[config.mk]
export PLATFORM = sky130hd
export DESIGN_NAME = multicycle_control_flat
export DESIGN_NICKNAME = d
export VERILOG_FILES = /design/src/rtl/multicycle_pkg.sv /design/src/rtl/multicycle_control_if.sv /design/src/rtl/mem_wait_timer.sv /design/src/rtl/multicycle_control.sv /design/src/flat_wrapper.sv
export SDC_FILE = /design/constraint.sdc
export NUM_CORES = 1
export LEC_CHECK = 0
export ABC_AREA = 1
export ABC_CLOCK_PERIOD_IN_PS = 2280
export CAP_MARGIN = 5
export CORE_ASPECT_RATIO = 0.75
export CORE_MARGIN = 2
export CORE_UTILIZATION = 46
export CTS_CLUSTER_SIZE = 12
export DETAILED_ROUTE_END_ITERATION = 6
export PLACE_DENSITY_LB_ADDON = 0.05
export SYNTH_ARGS = -nofsm -noshare
export SYNTH_HDL_FRONTEND = slang
export SYNTH_SLANG_ARGS = --single-unit
[constraint.sdc]
create_clock -name clk_i -period 2.28 [get_ports clk_i]
set_clock_uncertainty 0.05 [all_clocks]
set_input_delay 0.456 -clock clk_i [delete_from_list [all_inputs] [get_ports clk_i]]
set_output_delay 0.456 -clock clk_i [all_outputs]
set_load 0.01 [all_outputs]
[src/rtl/multicycle_pkg.sv]
// Shared definitions for the multi-cycle MIPS-subset sequencer.
// Contents: FSM state encoding, opcode constants, ALU/PC mux encodings,
// error codes and a small opcode-legality helper.
package multicycle_pkg;

  // FSM states; numeric values are also visible on the debug state output.
  typedef enum logic [2:0] {
    ST_IDLE   = 3'd0,
    ST_FETCH  = 3'd1,
    ST_DECODE = 3'd2,
    ST_EXEC   = 3'd3,
    ST_MEM    = 3'd4,
    ST_WB     = 3'd5,
    ST_ERR    = 3'd6
  } state_e;

  // Opcodes (IR[31:26]).
  localparam logic [5:0] OP_RTYPE = 6'b000000;
  localparam logic [5:0] OP_ADDI  = 6'b001000;
  localparam logic [5:0] OP_LW    = 6'b100011;
  localparam logic [5:0] OP_SW    = 6'b101011;
  localparam logic [5:0] OP_BEQ   = 6'b000100;
  localparam logic [5:0] OP_J     = 6'b000010;

  // ALU operation select.
  localparam logic [1:0] ALU_OP_ADD   = 2'b00;
  localparam logic [1:0] ALU_OP_SUB   = 2'b01;
  localparam logic [1:0] ALU_OP_RTYPE = 2'b11;

  // ALU operand selects.
  localparam logic       SRC_A_PC      = 1'b0;
  localparam logic       SRC_A_RS      = 1'b1;
  localparam logic [1:0] SRC_B_RT      = 2'b00;
  localparam logic [1:0] SRC_B_FOUR    = 2'b01;
  localparam logic [1:0] SRC_B_IMM     = 2'b10;
  localparam logic [1:0] SRC_B_IMM_SH2 = 2'b11;

  // PC source select.
  localparam logic [1:0] PC_SRC_ALU    = 2'b00;
  localparam logic [1:0] PC_SRC_ALUOUT = 2'b01;
  localparam logic [1:0] PC_SRC_JUMP   = 2'b10;

  // Error codes.
  localparam logic [1:0] ERR_NONE    = 2'b00;
  localparam logic [1:0] ERR_ILLEGAL = 2'b01;
  localparam logic [1:0] ERR_IMEM_TO = 2'b10;
  localparam logic [1:0] ERR_DMEM_TO = 2'b11;

  // True for opcodes that continue into EXEC after DECODE (j is handled in DECODE).
  function automatic logic op_goes_to_exec(input logic [5:0] op);
    return (op == OP_RTYPE) || (op == OP_ADDI) || (op == OP_LW) ||
           (op == OP_SW)    || (op == OP_BEQ);
  endfunction

endpackage

[src/rtl/multicycle_control_if.sv]
// Bundle of all control/handshake signals between the sequencer and the
// datapath/memory side.
// master: the sequencer (drives enables, mux selects, status).
// slave : the datapath/memory side (drives opcode, zero flag, ack, start).
//
// Memory handshake: mem_read_o / mem_write_o act as "valid" and are held
// stable, together with iord_o, until mem_ack_i is seen high on a clock edge;
// mem_ack_i is the "ready" and completes the transfer in that same cycle
// (read data is valid in the ack cycle). A request with no ack for TIMEOUT
// cycles is abandoned and the sequencer enters the error state.
interface multicycle_control_if #(
  parameter int CNT_W = 32
);
  logic             start_i;
  logic [5:0]       op_i;
  logic             zero_i;
  logic             mem_ack_i;
  logic             mem_read_o;
  logic             mem_write_o;
  logic             iord_o;
  logic             ir_write_o;
  logic             pc_write_o;
  logic             reg_write_o;
  logic             reg_dst_o;
  logic             mem_to_reg_o;
  logic             alu_src_a_o;
  logic [1:0]       alu_src_b_o;
  logic [1:0]       alu_op_o;
  logic [1:0]       pc_source_o;
  logic             busy_o;
  logic             err_o;
  logic [1:0]       err_code_o;
  logic [CNT_W-1:0] instr_cnt_o;
  logic [2:0]       state_o;     // debug: current FSM state

  modport master (
    input  start_i, op_i, zero_i, mem_ack_i,
    output mem_read_o, mem_write_o, iord_o, ir_write_o, pc_write_o,
           reg_write_o, reg_dst_o, mem_to_reg_o, alu_src_a_o, alu_src_b_o,
           alu_op_o, pc_source_o, busy_o, err_o, err_code_o, instr_cnt_o,
           state_o
  );

  modport slave (
    output start_i, op_i, zero_i, mem_ack_i,
    input  mem_read_o, mem_write_o, iord_o, ir_write_o, pc_write_o,
           reg_write_o, reg_dst_o, mem_to_reg_o, alu_src_a_o, alu_src_b_o,
           alu_op_o, pc_source_o, busy_o, err_o, err_code_o, instr_cnt_o,
           state_o
  );
endinterface

[src/rtl/mem_wait_timer.sv]
// Wait counter for a memory request awaiting ack.
// Ports:
//   clk_i, rst_i : clock, asynchronous active-low reset
//   clear_i      : force counter to zero (asserted whenever no request is pending)
//   en_i         : a request is pending this cycle
//   ack_i        : memory acknowledged this cycle
//   timeout_o    : this is the TIMEOUT-th cycle without ack (ack has priority)
module mem_wait_timer #(
  parameter int TIMEOUT = 255
) (
  input  logic clk_i,
  input  logic rst_i,
  input  logic clear_i,
  input  logic en_i,
  input  logic ack_i,
  output logic timeout_o
);
  localparam int CW = $clog2(TIMEOUT + 1);

  logic [CW-1:0] cnt_q, cnt_d, cnt_inc;

  always_comb begin
    cnt_inc   = cnt_q + CW'(1);
    // Counts this cycle as a wait; firing on the TIMEOUT-th one.
    timeout_o = en_i && !ack_i && (cnt_inc == CW'(TIMEOUT));
    cnt_d     = cnt_q;
    if (clear_i) begin
      cnt_d = '0;
    end else if (en_i && !ack_i && (cnt_q != CW'(TIMEOUT))) begin
      cnt_d = cnt_inc;
    end
  end

  always_ff @(posedge clk_i or negedge rst_i) begin
    if (!rst_i) begin
      cnt_q <= '0;
    end else begin
      cnt_q <= cnt_d;
    end
  end
endmodule

[src/rtl/multicycle_control.sv]
// Multi-cycle sequencer for the MIPS-subset datapath (R-type, addi, lw, sw,
// beq, j). Steps the shared ALU and single memory port through
// FETCH/DECODE/EXEC/MEM/WB, handles variable-latency memory with a timeout,
// counts retired instructions and reports sticky errors.
// Ports:
//   clk_i, rst_i : clock, asynchronous active-low reset
//   bus          : master side of multicycle_control_if (opcode, zero flag,
//                  memory ack, start in; datapath enables/selects, status out)
// Control outputs are combinational decodes of the registered state (plus
// ack/zero/opcode where a Mealy decision is needed); all default to 0.
module multicycle_control
  import multicycle_pkg::*;
#(
  parameter int TIMEOUT = 255,
  parameter int CNT_W   = 32
) (
  input  logic                clk_i,
  input  logic                rst_i,
  multicycle_control_if.master bus
);

  state_e           state_q, state_d, boundary_st;
  logic [5:0]       op_q, op_d;
  logic [1:0]       err_code_q, err_code_d;
  logic [CNT_W-1:0] instr_cnt_q, instr_cnt_d;
  logic             retire;
  logic             timer_en, timeout;

  logic       mem_read, mem_write, iord, ir_write, pc_write, reg_write;
  logic       reg_dst, mem_to_reg, alu_src_a;
  logic [1:0] alu_src_b, alu_op, pc_source;

  // Only FETCH and MEM wait on memory; everywhere else the timer is held at
  // zero, so it always starts from zero on entry to either state.
  assign timer_en = (state_q == ST_FETCH) || (state_q == ST_MEM);

  mem_wait_timer #(.TIMEOUT(TIMEOUT)) u_timer (
    .clk_i     (clk_i),
    .rst_i     (rst_i),
    .clear_i   (!timer_en),
    .en_i      (timer_en),
    .ack_i     (bus.mem_ack_i),
    .timeout_o (timeout)
  );

  // start_i only matters at the end of an instruction.
  assign boundary_st = bus.start_i ? ST_FETCH : ST_IDLE;

  always_comb begin
    state_d    = state_q;
    op_d       = op_q;
    err_code_d = err_code_q;
    retire     = 1'b0;
    mem_read   = 1'b0;
    mem_write  = 1'b0;
    iord       = 1'b0;
    ir_write   = 1'b0;
    pc_write   = 1'b0;
    reg_write  = 1'b0;
    reg_dst    = 1'b0;
    mem_to_reg = 1'b0;
    alu_src_a  = SRC_A_PC;
    alu_src_b  = SRC_B_RT;
    alu_op     = ALU_OP_ADD;
    pc_source  = PC_SRC_ALU;

    case (state_q)
      ST_IDLE: begin
        if (bus.start_i) state_d = ST_FETCH;
      end

      ST_FETCH: begin
        mem_read = 1'b1;
        iord     = 1'b0;
        // Ack wins over a coinciding timeout.
        if (bus.mem_ack_i) begin
          ir_write  = 1'b1;
          pc_write  = 1'b1;
          alu_src_a = SRC_A_PC;
          alu_src_b = SRC_B_FOUR;
          alu_op    = ALU_OP_ADD;
          pc_source = PC_SRC_ALU;
          state_d   = ST_DECODE;
        end else if (timeout) begin
          err_code_d = ERR_IMEM_TO;
          state_d    = ST_ERR;
        end
      end

      ST_DECODE: begin
        op_d      = bus.op_i;
        // Speculatively compute the branch target into ALUOut.
        alu_src_a = SRC_A_PC;
        alu_src_b = SRC_B_IMM_SH2;
        alu_op    = ALU_OP_ADD;
        if (bus.op_i == OP_J) begin
          pc_write  = 1'b1;
          pc_source = PC_SRC_JUMP;
          retire    = 1'b1;
          state_d   = boundary_st;
        end else if (op_goes_to_exec(bus.op_i)) begin
          state_d = ST_EXEC;
        end else begin
          err_code_d = ERR_ILLEGAL;
          state_d    = ST_ERR;
        end
      end

      ST_EXEC: begin
        alu_src_a = SRC_A_RS;
        case (op_q)
          OP_RTYPE: begin
            alu_src_b = SRC_B_RT;
            alu_op    = ALU_OP_RTYPE;
            state_d   = ST_WB;
          end
          OP_ADDI: begin
            alu_src_b = SRC_B_IMM;
            alu_op    = ALU_OP_ADD;
            state_d   = ST_WB;
          end
          OP_LW, OP_SW: begin
            alu_src_b = SRC_B_IMM;
            alu_op    = ALU_OP_ADD;
            state_d   = ST_MEM;
          end
          OP_BEQ: begin
            alu_src_b = SRC_B_RT;
            alu_op    = ALU_OP_SUB;
            pc_source = PC_SRC_ALUOUT;
            pc_write  = bus.zero_i;
            retire    = 1'b1;
            state_d   = boundary_st;
          end
          default: begin
            // Unreachable: DECODE only lets legal opcodes through.
            alu_src_a  = SRC_A_PC;
            err_code_d = ERR_ILLEGAL;
            state_d    = ST_ERR;
          end
        endcase
      end

      ST_MEM: begin
        iord      = 1'b1;
        mem_read  = (op_q == OP_LW);
        mem_write = (op_q == OP_SW);
        if (bus.mem_ack_i) begin
          if (op_q == OP_LW) begin
            state_d = ST_WB;
          end else begin
            retire  = 1'b1;
            state_d = boundary_st;
          end
        end else if (timeout) begin
          err_code_d = ERR_DMEM_TO;
          state_d    = ST_ERR;
        end
      end

      ST_WB: begin
        reg_write  = 1'b1;
        reg_dst    = (op_q == OP_RTYPE);
        mem_to_reg = (op_q == OP_LW);
        retire     = 1'b1;
        state_d    = boundary_st;
      end

      ST_ERR: begin
        // Sticky until reset; all enables stay low.
        state_d = ST_ERR;
      end

      default: begin
        state_d = ST_IDLE;
      end
    endcase

    instr_cnt_d = instr_cnt_q + {{(CNT_W-1){1'b0}}, retire};
  end

  always_ff @(posedge clk_i or negedge rst_i) begin
    if (!rst_i) begin
      state_q     <= ST_IDLE;
      op_q        <= '0;
      err_code_q  <= ERR_NONE;
      instr_cnt_q <= '0;
    end else begin
      state_q     <= state_d;
      op_q        <= op_d;
      err_code_q  <= err_code_d;
      instr_cnt_q <= instr_cnt_d;
    end
  end

  assign bus.mem_read_o   = mem_read;
  assign bus.mem_write_o  = mem_write;
  assign bus.iord_o       = iord;
  assign bus.ir_write_o   = ir_write;
  assign bus.pc_write_o   = pc_write;
  assign bus.reg_write_o  = reg_write;
  assign bus.reg_dst_o    = reg_dst;
  assign bus.mem_to_reg_o = mem_to_reg;
  assign bus.alu_src_a_o  = alu_src_a;
  assign bus.alu_src_b_o  = alu_src_b;
  assign bus.alu_op_o     = alu_op;
  assign bus.pc_source_o  = pc_source;
  assign bus.busy_o       = (state_q != ST_IDLE) && (state_q != ST_ERR);
  assign bus.err_o        = (state_q == ST_ERR);
  assign bus.err_code_o   = err_code_q;
  assign bus.instr_cnt_o  = instr_cnt_q;
  assign bus.state_o      = state_q;

endmodule

[src/flat_wrapper.sv]
// flat-port wrapper written by rule: the top's interface ports become plain ports
module multicycle_control_flat import multicycle_pkg::*;
#(
  parameter int TIMEOUT = 255,
  parameter int CNT_W   = 32
)
  (clk_i, rst_i, bus_start_i, bus_op_i, bus_zero_i, bus_mem_ack_i, bus_mem_read_o, bus_mem_write_o, bus_iord_o, bus_ir_write_o, bus_pc_write_o, bus_reg_write_o, bus_reg_dst_o, bus_mem_to_reg_o, bus_alu_src_a_o, bus_alu_src_b_o, bus_alu_op_o, bus_pc_source_o, bus_busy_o, bus_err_o, bus_err_code_o, bus_instr_cnt_o, bus_state_o);
  multicycle_control_if #(.CNT_W(CNT_W)) bus_i ();
  input  logic clk_i;
  input  logic rst_i;
  input wire logic [$bits(bus_i.start_i)-1:0] bus_start_i;
  input wire logic [$bits(bus_i.op_i)-1:0] bus_op_i;
  input wire logic [$bits(bus_i.zero_i)-1:0] bus_zero_i;
  input wire logic [$bits(bus_i.mem_ack_i)-1:0] bus_mem_ack_i;
  output wire logic [$bits(bus_i.mem_read_o)-1:0] bus_mem_read_o;
  output wire logic [$bits(bus_i.mem_write_o)-1:0] bus_mem_write_o;
  output wire logic [$bits(bus_i.iord_o)-1:0] bus_iord_o;
  output wire logic [$bits(bus_i.ir_write_o)-1:0] bus_ir_write_o;
  output wire logic [$bits(bus_i.pc_write_o)-1:0] bus_pc_write_o;
  output wire logic [$bits(bus_i.reg_write_o)-1:0] bus_reg_write_o;
  output wire logic [$bits(bus_i.reg_dst_o)-1:0] bus_reg_dst_o;
  output wire logic [$bits(bus_i.mem_to_reg_o)-1:0] bus_mem_to_reg_o;
  output wire logic [$bits(bus_i.alu_src_a_o)-1:0] bus_alu_src_a_o;
  output wire logic [$bits(bus_i.alu_src_b_o)-1:0] bus_alu_src_b_o;
  output wire logic [$bits(bus_i.alu_op_o)-1:0] bus_alu_op_o;
  output wire logic [$bits(bus_i.pc_source_o)-1:0] bus_pc_source_o;
  output wire logic [$bits(bus_i.busy_o)-1:0] bus_busy_o;
  output wire logic [$bits(bus_i.err_o)-1:0] bus_err_o;
  output wire logic [$bits(bus_i.err_code_o)-1:0] bus_err_code_o;
  output wire logic [$bits(bus_i.instr_cnt_o)-1:0] bus_instr_cnt_o;
  output wire logic [$bits(bus_i.state_o)-1:0] bus_state_o;
  assign bus_i.start_i = bus_start_i;
  assign bus_i.op_i = bus_op_i;
  assign bus_i.zero_i = bus_zero_i;
  assign bus_i.mem_ack_i = bus_mem_ack_i;
  assign bus_mem_read_o = bus_i.mem_read_o;
  assign bus_mem_write_o = bus_i.mem_write_o;
  assign bus_iord_o = bus_i.iord_o;
  assign bus_ir_write_o = bus_i.ir_write_o;
  assign bus_pc_write_o = bus_i.pc_write_o;
  assign bus_reg_write_o = bus_i.reg_write_o;
  assign bus_reg_dst_o = bus_i.reg_dst_o;
  assign bus_mem_to_reg_o = bus_i.mem_to_reg_o;
  assign bus_alu_src_a_o = bus_i.alu_src_a_o;
  assign bus_alu_src_b_o = bus_i.alu_src_b_o;
  assign bus_alu_op_o = bus_i.alu_op_o;
  assign bus_pc_source_o = bus_i.pc_source_o;
  assign bus_busy_o = bus_i.busy_o;
  assign bus_err_o = bus_i.err_o;
  assign bus_err_code_o = bus_i.err_code_o;
  assign bus_instr_cnt_o = bus_i.instr_cnt_o;
  assign bus_state_o = bus_i.state_o;
  multicycle_control #(.TIMEOUT(TIMEOUT), .CNT_W(CNT_W)) u_core (.clk_i(clk_i), .rst_i(rst_i), .bus(bus_i));
endmodule
==> results_dict.tcl, run 1 <==
set metrics [dict create \
    dp_cells 558 \
    antenna_found_initial 0 \
    cp_max_fo 4 \
    synth_nets 385 \
    period_share 1.11 \
    final_area_um2 4540 \
    synth_common_cells "nand2_1, dfrtp_1, inv_1, nor2_1, nand3_1" \
    synth_top_area_share 0.443 \
    synth-edff-count 0 \
    outcome "complete, but fails checks" \
    max_slew_margin 0.650 \
    synth_cells 370 \
    powerDensity_nw_per_um2 792 \
    path_class "flip-flop to flip-flop" \
    place_congestion 0.914 \
    initial_core_util 0.486 \
    clock-sinks 51 \
    yosysTopAreaCell "dfrtp_1" \
    final_util 0.767 \
    cts_buffer_depth 2 \
    via_count 3002 \
    dp_hpwl_mm 6.28 \
    io_buffers 64 \
    ctsHtreeMaxLevel 2 \
    synth_most_common_cell "nand2_1" \
    n_antenna_cell 0 \
    ys.flop_type "dfrtp_1" \
    rsz0062_at_grt "true" \
    first_pass_iters 4 \
    r2r_slack_ns -0.26 \
    fin_setup_tns_ns -3.50 \
    ys_async_sr_fraction 1.00 \
    grt_overflow_total 0 \
    layout.nets 525 \
    grt.total_usage 0.260 \
    grt_max_degree 23 \
    postRouteAntennaNets 0 \
    grt_pass1_wl_mm 14.0 \
    area_growth_pct 57.7 \
    finalHoldViolCount 0 \
    route.detailed.drc 0 \
    pre_cts_slack_ns -0.722 \
    start_kind "flip-flop" \
    path_clk_slew_ns 0.10 \
    dieWidth_um 95.3 \
    max-cap-violations 0 \
    synth_area_per_cell_um2 7.78 \
    worst_ep_arrival_time_ns 2.69 \
    violations "negative setup slack" \
    min_path_type "primary input to async pin" \
    place_area_um2 4030 \
    dieArea_um2 6910 \
    seq_area_frac_synth 0.443 \
    crit_path_end_kind "flip-flop" \
    crit_required_ns 2.43 \
    ys_warn_count 0 \
    timing.final.ws_setup_ns -0.262 \
    die_y_um 72.5 \
    ys_seq_elements 51 \
    cts_buffers 5 \
    std_cell_rows 24 \
    synth.cell_area_um2 2880 \
    cts_root_buf "clkbuf_8" \
    drt_wl_total_mm 8.96 \
    final_cells 589 \
    max_freq_mhz 393 \
    drt_iter0_drc 212 \
    cts_tree "built" \
    layout-drive-gt1-share 0.292 \
    finalSetupViolations 25 \
    ir_worst_vdd_uv 712 \
    coreArea_um2 5920 \
    worstMarginPinSlew_ns 0.524 \
    avgRoutedWirePerCell_um 15.2 \
    first_global_vias 2937 \
    ios 65 \
    leakage_nw 2.33 \
    worstSkewPairLatency_ns 0.30 \
    period_minus_slack_ns 2.54 \
    maxSlewViolCount 0 \
    synth.area.top_cells "dfrtp_1, nand2_1, xor2_1" \
    viasPerCell 5.10 \
    ys_types 28 \
]
-- metrics by stage --
| step | power (W) | hold WS (ns) |
|---|---|---|
| final | 0.00360 | 0.0673 |
| after global routing | 0.00383 | 0.0920 |
| after CTS | 0.00353 | 0.0798 |
| after detailed placement | 0.00285 | 0.409 |
| after global placement | 0.00282 | 0.409 |
| after floorplan | 0.00204 | 0.110 |
-- state kept, by name, summed over array words and instances, names as in the netlist --
register	flops
u_core.u_timer.cnt_q	8
u_core.bus.err_code_o	2
u_core.op_q	6
u_core.bus.instr_cnt_o	32
u_core.bus.state_o	3
-- final cells by class --
type	count	area (um^2)
Inverter	53	201
Tap cell	78	97.6
Multi-Input combinational cell	265	1700
Timing Repair Buffer	134	1170
Sequential cell	51	1280
Fill cell	436	1380
Clock buffer	7	86.3
Clock inverter	1	8.76
-- worst max-delay path, cell delays in order, from the launching register on --
cell      delay (ns)
dfrtp_1         0.43
nand2_1         0.12
nor3_2          0.05
buf_4           0.15
nand2_4         0.07
nand2_2         0.06
o211ai_1        0.23
ha_2            0.25
ha_4            0.15
nand3_4         0.10
inv_4           0.09
nand3_2         0.07
nand3b_4        0.23
nor2_4          0.15
nand2_1         0.09
xor2_1          0.15
-- kinds of logic (layout without fill, tap and decap cells) --
logic type / after synthesis / after routing / synth area share
and+or+nand+nor: 202 / 202 / 0.314
buffers and inverters: 54 / 195 / 0.0709
DFF: 51 / 51 / 0.443
xor gates and xnor gates: 31 / 31 / 0.0943
AOI/OAI and AO/OA: 28 / 28 / 0.0596
adders and majority gates: 4 / 4 / 0.0174
-- placed cells by master, fill, tap and decap left out, drive strengths merged, types with 4 or more instances in the layout --
master         instances
inv                   53
nand2                 96
buf                   71
dlygate4sd2           18
nor2                  48
dfrtp                 51
clkdlybuf4s50         40
ha                     4
nand4                  5
nand3                 30
xor2                  25
nor4                   5
nor3                  17
xnor2                  6
clkbuf                11
o21ai                 17
-- layer usage --
metal,part of all wire,GRT usage
met1,0.47,0.383
met2,0.47,0.409
met3,0.053,0.0457
met4,0.0067,0.0419
met5,0,0
-- final timing paths --
kind / from / endpoint / cells past startpoint
hold / removal: rst_i / u_core.u_timer.cnt_q[3]$_DFFE_PN0P_ / 1
setup reg to reg: u_core.op_q[1]$_DFFE_PN0P_ / u_core.bus.instr_cnt_o[26]$_DFF_PN0_ / 15
min in group clk_i: u_core.bus.err_code_o[0]$_DFFE_PN0P_ / u_core.bus.err_code_o[0]$_DFFE_PN0P_ / 2
max in group asynchronous: rst_i / u_core.op_q[3]$_DFFE_PN0P_ / 2
hold reg to reg: u_core.bus.err_code_o[0]$_DFFE_PN0P_ / u_core.bus.err_code_o[0]$_DFFE_PN0P_ / 2
setup / recovery: u_core.op_q[1]$_DFFE_PN0P_ / u_core.bus.instr_cnt_o[26]$_DFF_PN0_ / 15
-- what timing repair did --
action                                  4_1_cts  5_1_grt
setup buffers                                21        5
endpoints found under the setup margin       42       34
pin swaps                                    17       11
hold buffers                                  0        0
resized for setup                            71       33
gates cloned                                  0        0
-- report_power, final --
part	switching, W	internal (W)
Sequential	0.000211	0.00107
Clock	0.000305	0.000250
Combinational	0.000954	0.000807
Power figures use the tool's default switching activity.
==> run 2: changes to the inputs <==
Settings changed: SETUP_SLACK_MARGIN set to 0.15.
==> results_dict.tcl, run 2 (synthesis results as in run 1) <==
set metrics [dict create \
    outcome "complete, but fails checks" \
    violations "negative setup slack" \
    initial_core_util 0.486 \
    pre_cts_slack_ns -0.710 \
    dieArea_um2 6910 \
    rsz0062_at_grt "true" \
    ios 65 \
    start_kind "flip-flop" \
    first_pass_iters 4 \
    cts_buffers 5 \
    met3_length_um 436 \
    crit_chain "nand2_2 > nor3_2 > buf_4 > nand2_4 > nand2_2 > o211ai_1 > ha_2 > ha_4 > nand3_4 > inv_2 > nand3_2 > nand3b_4 > buf_4 > nor2_4 > xor2_1" \
    wl_met2_mm 4.13 \
    drt_iter0_drc 199 \
    worstSkewPairLatency_ns 0.31 \
    dieWidth_um 95.3 \
    timing.final.ws_setup_ns -0.151 \
    r2r_slack_ns -0.15 \
    layout_common_cells "nand2_1, buf_4, dfrtp_1" \
    cp_slowest_cell "dfrtp_1" \
    route.detailed.drc 0 \
    avgRoutedWirePerCell_um 14.6 \
    cp_max_fo 4 \
    worst_ep_arrival_time_ns 2.62 \
    max_slew_margin 0.726 \
    fin_setup_tns_ns -1.35 \
    worstMarginPinSlew_ns 0.407 \
    min_path_type "primary input to async pin" \
    ir_worst_vdd_uv 656 \
    crit_start "u_core.op_q[1]$_DFFE_PN0P_" \
    m1WireLength_mm 3.93 \
    n_antenna_cell 0 \
    finalHoldViolCount 0 \
    cts_tree "built" \
    period_minus_slack_ns 2.43 \
    place_congestion 0.912 \
    maxSlewViolCount 0 \
    path_clk_slew_ns 0.10 \
    antenna_found_initial 0 \
    ctsHtreeMaxLevel 2 \
    largest_reg_flops 32 \
    grt_pass1_wl_mm 13.6 \
    max-cap-violations 0 \
    dp_hpwl_mm 6.07 \
    first_global_vias 2817 \
    layout.nets 521 \
    final_area_um2 4530 \
    grt_max_degree 52 \
    viasPerCell 5.04 \
    place_area_um2 4050 \
    grt_overflow_total 0 \
    timing.rr.start "u_core.op_q[1]$_DFFE_PN0P_" \
    period_share 1.07 \
    cp_slowest_stage_delay_ns 0.42 \
    powerDensity_nw_per_um2 837 \
    via_count 2949 \
    io_buffers 64 \
    cts_buffer_depth 2 \
    layout-drive-gt1-share 0.321 \
    path_class "flip-flop to flip-flop" \
    grt.total_usage 0.250 \
    die_y_um 72.5 \
    final_common_cell "nand2_1" \
    clock-sinks 51 \
    cts_root_buf "clkbuf_8" \
    max_freq_mhz 411 \
    std_cell_rows 24 \
    leakage_nw 2.29 \
    ctsHoldBuffers 0 \
    coreArea_um2 5920 \
    area_growth_pct 57.5 \
    finalSetupViolations 18 \
    crit_required_ns 2.47 \
    postRouteAntennaNets 0 \
    crit_path_end_kind "flip-flop" \
    routed.top_layer "met4" \
    drt_wl_total_mm 8.55 \
]
[run 2: cell type report]
type,instances,area [um^2]
well taps,78,97.6
clock inverters,3,46.3
repair buffers,130,1140
flip-flops and latches,51,1280
fillers,416,1380
inverters,53,199
clock buffers,5,68.8
multi-input cells,265,1700
[run 2: stage by stage]
step           total power [W]  instances  hold slack, ns  utilization
2_1_floorplan          0.00204        370           0.110            -
4_1_cts                0.00366        578          0.0725        0.747
3_3_place_gp           0.00284        557           0.410        0.685
3_5_place_dp           0.00286        557           0.413        0.685
5_1_grt                0.00405        585          0.0818        0.766
6_report               0.00380        585          0.0611        0.766
[run 2: path summary, 6_finish.rpt]
kind | end | cells after the start
setup / recovery | u_core.bus.instr_cnt_o[24]$_DFF_PN0_ | 15
hold / removal | u_core.u_timer.cnt_q[3]$_DFFE_PN0P_ | 2
setup reg to reg | u_core.bus.instr_cnt_o[24]$_DFF_PN0_ | 15
hold reg to reg | u_core.bus.err_code_o[1]$_DFFE_PN0P_ | 2
max in group asynchronous | u_core.op_q[2]$_DFFE_PN0P_ | 2
min in group clk_i | u_core.bus.err_code_o[1]$_DFFE_PN0P_ | 2
[run 2: repair_timing]
item,in CTS,in global routing
pin swaps,26,12
setup buffers,14,7
setup endpoints to repair,44,44
resized for setup,109,35
[run 2: report_power, final]
part,switching [W],internal [W],total [W]
clock,0.000325,0.000331,0.000656
sequential,0.000214,0.00107,0.00129
combinational,0.000990,0.000863,0.00185
[run 2: routing by layer]
layer  vias to the layer above  global-route usage
met3                         7              0.0395
met1                      1407               0.370
met4                         0              0.0531
met2                        88               0.391
li1                       1447                   -
met5                         -                   0
[run 2: worst max-delay path: cells and delay by family (launching register included)]
| family | cells | cell delay [ns] |
|---|---|---|
| simple gates | 8 | 0.67 |
| xor+xnor | 1 | 0.14 |
| flops | 1 | 0.42 |
| fa+ha+maj | 2 | 0.43 |
| compound gates | 1 | 0.24 |
| buf+inv | 3 | 0.40 |
==> run 3: changes to the inputs <==
Settings changed: SETUP_SLACK_MARGIN 0.15 to 0.1.
==> results_dict.tcl, run 3 (synthesis results as in run 1) <==
set metrics [dict create \
    multi_input_area_um2 1680 \
    final_area_um2 4540 \
    cts_buffer_depth 2 \
    crit_required_ns 2.47 \
    dieArea_um2 6910 \
    period_minus_slack_ns 2.41 \
    ir_worst_vdd_uv 761 \
    outcome "complete, but fails checks" \
    first_global_vias 2870 \
    path_delay_family "simple AND/OR/NAND/NOR gates" \
    grt_busiest_layer "met2" \
    finalPower_w 0.00367 \
    first_pass_iters 4 \
    cp_slowest_stage_delay_ns 0.42 \
    timing.rr.start "u_core.op_q[1]$_DFFE_PN0P_" \
    die_y_um 72.5 \
    max_freq_mhz 414 \
    dp_hpwl_mm 6.13 \
    largest_reg_flops 32 \
    layout-drive-gt1-share 0.305 \
    rsz0062_at_grt "true" \
    ctsHtreeMaxLevel 2 \
    cts_root_buf "clkbuf_8" \
    ctsHoldBuffers 0 \
    period_share 1.06 \
    cts_buffers 5 \
    coreArea_um2 5920 \
    crit_buf_inv 4 \
    std_cell_rows 24 \
    final_util 0.767 \
    place_congestion 0.915 \
    layout_common_cells "nand2_1, buf_4, dfrtp_1" \
    clock-sinks 51 \
    use_met1 0.386 \
    finalSetupViolations 21 \
    viasPerCell 5.19 \
    postRouteAntennaNets 0 \
    max-cap-violations 0 \
    ios 65 \
    avgRoutedWirePerCell_um 14.7 \
    worstMarginPinSlew_ns 0.570 \
    leakage_nw 2.32 \
    grt_overflow_total 0 \
    cp_slowest_cell "dfrtp_1" \
    timing.final.ws_setup_ns -0.135 \
    powerDensity_nw_per_um2 810 \
    reg2reg_to "u_core.bus.instr_cnt_o[13]$_DFF_PN0_" \
    layout.nets 526 \
    cp_max_fo 3 \
    pre_cts_slack_ns -0.661 \
    crit_path_end_kind "flip-flop" \
    grt_max_degree 30 \
    finalHoldViolCount 0 \
    cts_tree "built" \
    io_buffers 64 \
    cp_num_cells 14 \
    grt_pass1_wl_mm 13.7 \
    start_kind "flip-flop" \
    route.detailed.drc 0 \
    maxSlewViolCount 0 \
    initial_core_util 0.486 \
    n_antenna_cell 0 \
    place_area_um2 4050 \
    antenna_found_initial 0 \
    area_growth_pct 57.7 \
    nFillCells 408 \
    worst_ep_arrival_time_ns 2.61 \
    grt_use_met3 0.0322 \
    met2_usage 0.389 \
    min_path_type "primary input to async pin" \
    final_common_cell "nand2_1" \
    dieWidth_um 95.3 \
    drt_wl_total_mm 8.69 \
    seqCellArea_um2 1280 \
    drt_iter0_drc 281 \
    max_slew_margin 0.620 \
    via_count 3063 \
    grt.total_usage 0.255 \
    r2r_slack_ns -0.13 \
    violations "negative setup slack" \
    reg2regPathDepth 14 \
    path_clk_slew_ns 0.10 \
    path_class "flip-flop to flip-flop" \
    crit_chain "nor2_1 > nand2_2 > nor3_4 > nor2_2 > o211ai_1 > ha_2 > buf_4 > nand3_2 > nor3_4 > inv_2 > buf_6 > nor2_4 > buf_4 > xor2_1" \
    worstSkewPairLatency_ns 0.31 \
]
## run 3: cell types whose count changed in the layout (fill, tap and decap cells not counted), sizes merged
| cell | delta |
|---|---|
| dlygate4sd2 | +6 |
| buf | -4 |
| clkbuf | +2 |
| clkdlybuf4s15 | +2 |
| bufinv | -1 |
| dlymetal6s2s | +1 |
| inv | -1 |
## run 3: what timing repair did
| action | in CTS | in global routing |
|---|---|---|
| pin swaps | 13 | 11 |
| buffers inserted | 11 | 15 |
| setup endpoints to repair | 44 | 40 |
| resized for setup | 67 | 43 |
## run 3: worst max-delay path by stage
stage                                                      end                              start  slack (ns)
after global routing      u_core.bus.instr_cnt_o[18]$_DFF_PN0_         u_core.op_q[0]$_DFFE_PN0P_       -0.27
after floorplan           u_core.bus.instr_cnt_o[28]$_DFF_PN0_  u_core.bus.state_o[1]$_DFFE_PN0P_       -0.11
after CTS                 u_core.bus.instr_cnt_o[28]$_DFF_PN0_  u_core.bus.state_o[0]$_DFFE_PN0P_       -0.16
after global placement    u_core.bus.instr_cnt_o[28]$_DFF_PN0_                        bus_op_i[1]       -0.52
final                     u_core.bus.instr_cnt_o[13]$_DFF_PN0_         u_core.op_q[1]$_DFFE_PN0P_       -0.13
after detailed placement  u_core.bus.instr_cnt_o[28]$_DFF_PN0_                        bus_op_i[1]       -0.66
## run 3: per-stage QoR
stage / cells / TNS [ns] / hold slack [ns]
2_1_floorplan: 370 / -0.397 / 0.110
3_3_place_gp: 557 / -11.36 / 0.414
3_5_place_dp: 557 / -14.74 / 0.412
4_1_cts: 576 / -1.27 / 0.0902
5_1_grt: 590 / -4.17 / 0.111
6_report: 590 / -1.54 / 0.0697
## run 3: area by class of cell
class                   count  area share
well taps                  78      0.0215
clock buffers               7      0.0212
multi-input cells         265       0.371
clock inverters             1     0.00165
inverters                  53      0.0444
repair buffers            135       0.258
flip-flops and latches     51       0.282
## run 3: power breakdown
| part | internal, W | switching, W |
|---|---|---|
| Clock | 0.000277 | 0.000318 |
| Combinational | 0.000834 | 0.000957 |
| Sequential | 0.00107 | 0.000218 |
| Total | 0.00218 | 0.00149 |
## run 3: per-layer routing
layer  up-vias  share of wire
met5         -              0
met4         0          0.011
met3        14          0.056
met2       120           0.46
met1      1460           0.48
li1       1469              -
## run 3: worst register-to-register path, cell delays in order, from the launching register on
cell and delay, ns:
dfrtp_1 0.42, nor2_1 0.15, nand2_2 0.10, nor3_4 0.20, nor2_2 0.06, o211ai_1 0.11, ha_2 0.23, buf_4 0.11
nand3_2 0.10, nor3_4 0.20, inv_2 0.09, buf_6 0.14, nor2_4 0.14, buf_4 0.13, xor2_1 0.14
